File: src/rtl/tff_reg_bank.sv
// Multi-bit T/D flip-flop bank with runtime mode select, change detect and a saturating event counter.
// Optional build macro TFF_BANK_SAT_EN: COUNT mode saturates at all-ones instead of wrapping.
module tff_reg_bank #(
  parameter int unsigned             WIDTH   = 8,
  parameter logic [WIDTH-1:0]        RST_VAL = '0,
  parameter int unsigned             EVT_W   = 4
) (
  input  logic             clk_i,
  input  logic             rst_ni,
  input  logic             en_i,
  input  logic [2:0]       mode_i,
  input  logic [WIDTH-1:0] d_i,
  input  logic [WIDTH-1:0] t_i,
  input  logic             sin_i,
  output logic [WIDTH-1:0] q_o,
  output logic [WIDTH-1:0] qbar_o,
  output logic             changed_o,
  output logic             tc_o,
  output logic [EVT_W-1:0] evt_cnt_o
);

  localparam logic [2:0] MODE_HOLD   = 3'b000;
  localparam logic [2:0] MODE_LOAD   = 3'b001;
  localparam logic [2:0] MODE_TOGGLE = 3'b010;
  localparam logic [2:0] MODE_SETM   = 3'b011;
  localparam logic [2:0] MODE_CLRM   = 3'b100;
  localparam logic [2:0] MODE_SHL    = 3'b101;
  localparam logic [2:0] MODE_SHR    = 3'b110;
  localparam logic [2:0] MODE_COUNT  = 3'b111;

  localparam logic [EVT_W-1:0] EVT_MAX = '1;

  logic [WIDTH-1:0] q_q, q_d;
  logic             changed_q, changed_d;
  logic [EVT_W-1:0] evt_q, evt_d;

  // Next register value by mode; en low forces hold.
  always_comb begin
    q_d = q_q;
    if (en_i) begin
      case (mode_i)
        MODE_HOLD:   q_d = q_q;
        MODE_LOAD:   q_d = d_i;
        MODE_TOGGLE: q_d = q_q ^ t_i;
        MODE_SETM:   q_d = q_q | t_i;
        MODE_CLRM:   q_d = q_q & ~t_i;
        MODE_SHL:    q_d = {q_q[WIDTH-2:0], sin_i};
        MODE_SHR:    q_d = {sin_i, q_q[WIDTH-1:1]};
        MODE_COUNT: begin
`ifdef TFF_BANK_SAT_EN
          q_d = (&q_q) ? q_q : q_q + WIDTH'(1);
`else
          q_d = q_q + WIDTH'(1);
`endif
        end
        default:     q_d = q_q;
      endcase
    end
  end

  // Change detect and saturating event count follow the actual state transition.
  always_comb begin
    changed_d = (q_d != q_q);
    evt_d     = evt_q;
    if (changed_d && (evt_q != EVT_MAX)) begin
      evt_d = evt_q + EVT_W'(1);
    end
  end

  always_ff @(posedge clk_i or negedge rst_ni) begin
    if (!rst_ni) begin
      q_q       <= RST_VAL;
      changed_q <= 1'b0;
      evt_q     <= '0;
    end else begin
      q_q       <= q_d;
      changed_q <= changed_d;
      evt_q     <= evt_d;
    end
  end

  assign q_o       = q_q;
  assign qbar_o    = ~q_q;
  assign changed_o = changed_q;
  assign evt_cnt_o = evt_q;
  assign tc_o      = en_i && (mode_i == MODE_COUNT) && (&q_q);

endmodule

File: config.mk
export PLATFORM = sky130hd
export DESIGN_NAME = tff_reg_bank
export DESIGN_NICKNAME = d
export VERILOG_FILES = /design/src/rtl/tff_reg_bank.sv
export SDC_FILE = /design/constraint.sdc
export NUM_CORES = 1
export LEC_CHECK = 0
export ABC_AREA = 1
export BUFFER_PORTS_ARGS = -buffer_cell sky130_fd_sc_hd__buf_2
export CAP_MARGIN = 30
export CORE_ASPECT_RATIO = 1.2
export CORE_MARGIN = 2
export CORE_UTILIZATION = 50
export DETAILED_ROUTE_END_ITERATION = 6
export PLACE_DENSITY = 0.73
export SLEW_MARGIN = 20
export SYNTH_ARGS = -nofsm -noshare
export SYNTH_HDL_FRONTEND = slang
export SYNTH_SLANG_ARGS = --single-unit
File: constraint.sdc
create_clock -name clk_i -period 2.14 [get_ports clk_i]
set_input_delay 0.214 -clock clk_i [delete_from_list [all_inputs] [get_ports clk_i]]
set_output_delay 0.214 -clock clk_i [all_outputs]
set_load 0.01 [all_outputs]
==> impl_metrics.yaml <==
clocking:
  htree_levels: 1
  cts_root_buf: "clkbuf_8"
  clock_latency_ns: 0.24
  cts_tree: "yes"
  cts_sinks: 13
  clk_pin_slew_ns: 0.05
  numCtsBuffers: 3
  clockBufferDepth: 2
synth:
  avgSynthCellArea_um2: 6.06
  synth_mux_area_share_pct: 0
  yosysUniqueCellTypes: 28
  synth_fp_nets: 342
  synth.cell_area_mm2: 0.00183
  synth-compound-area-share_pct: 5.48
  syn_inst: 301
  synth-simple-area-share_pct: 49.9
  synth_xor_area_share_pct: 0.960
  synth_top_family_by_area: "simple AND/OR/NAND/NOR gates"
  ys_ff_latch: 13
  ys_seq_area_share_pct: 17.8
  synth_adder_area_share_pct: 12.3
  yosysWarnings: 0
grt:
  antenna_found_initial: 0
  overflow: 0
  grt_first_pass_wirelength_um: 9100
  grt_util_all_layers_pct: 27.7
  grt_pass1_vias: 2054
  grt_max_degree: 19
pwr:
  leakage_nw: 1.31
  finalPower_mw: 1.48
  ir_drop_v: 0.000595
  p_sw_mw: 0.686
  swShare_pct: 46.2
  clkPwrFrac_pct: 14.6
  power_density_mw_per_mm2: 669
  seq_power_share_pct: 27.8
  intPower_mw: 0.799
  combPwrFrac_pct: 57.6
floorplan:
  die_h_um: 70.2
  die_width_um: 59.2
  dieArea_mm2: 0.00415
  ios: 45
  num_rows: 24
  core-area_mm2: 0.00357
  initial_core_util_pct: 51.1
routing:
  routedWlPerCell_um: 13.7
  vias_per_cell: 5.52
  ant_nets: 0
  num_vias: 2180
  remaining_drc_errors: 0
  drt-total-wl_um: 5400
  drtPass1Iterations: 4
  drtIter0Drc: 186
placement:
  place_ws_ns: 0.0689
  dp_hpwl_um: 4320
  port_buffers: 44
  routabilityCongestion: 0.967
worst_setup_path:
  reg2regPathDepth: 13
  start_kind: "register"
  worst-setup-path-type: "reg2reg"
  reg2reg_from: "q_o[3]"
  startpoint: "q_o[3]"
  reg2reg_to: "evt_cnt_o[2]"
  arrival_ns: 2.11
  worstPathRequired_ns: 2.32
  rrSetupSlack_ns: 0.21
  critPathMaxFanout: 5
  endpoint: "evt_cnt_o[2]"
  end_kind: "register"
timing:
  relSlewSlack_pct: 79.1
  fin_skew_ns: 0.000674
  hold_viol: 0
  finalSetupTns_ns: 0
  min_period_over_period_pct: 90.2
  rsz0062_at_grt: "false"
  setup_viol: 0
  worst_pin_slew_ns: 0.314
  timing.final.ws_setup_ns: 0.209
  fmaxAchievable_ghz: 0.518
  period_minus_slack_ns: 1.93
  whs_ns: 0.372
  slew_viol_final: 0
cells_and_area:
  num-fill-cells: 383
  antenna-diode-count: 0
  final_common_cell: "nand2_1"
  drive_gt1_share_pct: 24.2
  syn2layout_area_growth_pct: 21.6
  final_nets: 398
  mostFrequentLayoutCells: "nand2_1, nand3_1, buf_2"
min_path:
  min_path_type: "in2async"
status:
  outcome: "finished clean"
flow_run:
  max_cap_violations: 0
==> sequential cells by signal (all words and copies together), names as in the netlist <==
register / count
changed_o: 1
evt_cnt_o: 4
q_o: 8
==> through the flow <==
step                      std cells  area (um^2)  util (%)
after floorplan                 301         1830         -
final                           395         2220      62.1
after detailed placement        389         2140      59.9
after global routing            395         2220      62.1
after CTS                       394         2190      61.4
after global placement          389         2140      59.9
==> worst max-delay path, stage by stage, from the launching register on <==
cell     delay [ns]
dfrtp_1        0.37
inv_1          0.14
ha_1           0.26
nand4_1        0.09
nand2_1        0.05
nor2_1         0.16
nand3_1        0.13
nand3_1        0.11
nand2_1        0.06
nor2_1         0.09
nand2_1        0.07
o21ai_2        0.20
nand2_1        0.07
nand2_1        0.06
==> how the worst min path moves through the flow <==
| stage | cells past startpoint | slack [ns] | endpoint |
|---|---|---|---|
| floorplan | 0 | -0.08 | changed_o |
| detailed placement | 1 | 0.11 | evt_cnt_o[2] |
| CTS | 2 | 0.38 | evt_cnt_o[2] |
| global placement | 1 | 0.11 | evt_cnt_o[3] |
| finish | 2 | 0.37 | q_o[3] |
| global route | 2 | 0.41 | changed_o |
==> cells in the mapped netlist <==
cell type  count  area share, %
nand3_1       51             14
dfrtp_1       13             18
nand3_4        1           0.96
buf_6          2            1.2
nand4_1       25            8.6
nor2_1        30            6.2
nand2_2        2           0.69
nor3_1         2           0.55
nand3_2        1           0.55
buf_2          3           0.82
ha_1          18             12
nor2_2         1           0.34
o21ai_2        1           0.48
o21a_1         1           0.41
o21ai_1        4            1.1
xor2_1         1           0.48
buf_4          3            1.2
xnor2_1        1           0.48
a22oi_1        1           0.41
inv_2          3           0.62
inv_1         43            8.8
a21oi_4        1           0.89
o21ai_0        6            1.6
clkbuf_1       2           0.41
nand2_1       79             16
nor2_4         3            1.9
inv_4          1           0.34
a21oi_1        2           0.55
==> layout make-up <==
type	instances	area [um^2]	area share [%]
inverters	47	181	8.17
clock buffers	4	45.0	2.03
repair buffers	61	350	15.8
multi-input cells	231	1260	56.9
flip-flops and latches	13	330	14.9
well taps	39	48.8	2.20
==> cells by family (layout without fill, tap and decap cells) <==
kind of cell	count (synthesis)	after routing
AND/OR/NAND/NOR	195	195
AO/OA/AOI/OAI	16	16
flip-flops	13	13
XOR/XNOR	2	2
adder cells (fa/ha/maj)	18	18
buffers and inverters	57	112
==> per-layer routing <==
layer	wire length, um	vias up	share of wire, %	GRT usage [%]
met3	391	9	7.2	1.85
met5	0	-	0	0
met2	2650	89	49	45.1
met1	2280	988	42	37.8
met4	81	0	1.5	10.1
li1	-	1094	-	-
==> power by group through the flow <==
stage	registers, mW	logic [mW]	clock network (mW)
floorplan	0.441	0.488	0
global placement	0.406	0.818	0
detailed placement	0.410	0.836	0
CTS	0.407	0.842	0.224
global route	0.426	0.970	0.233
finish	0.412	0.855	0.217
==> timing repair <==
item	CTS	global route
hold endpoints to repair	13	0
hold buffers	1	0
endpoints found under the setup margin	0	5
setup buffers	0	1
resized for setup	0	10
Note: power is estimated with default switching activity, not from simulation.
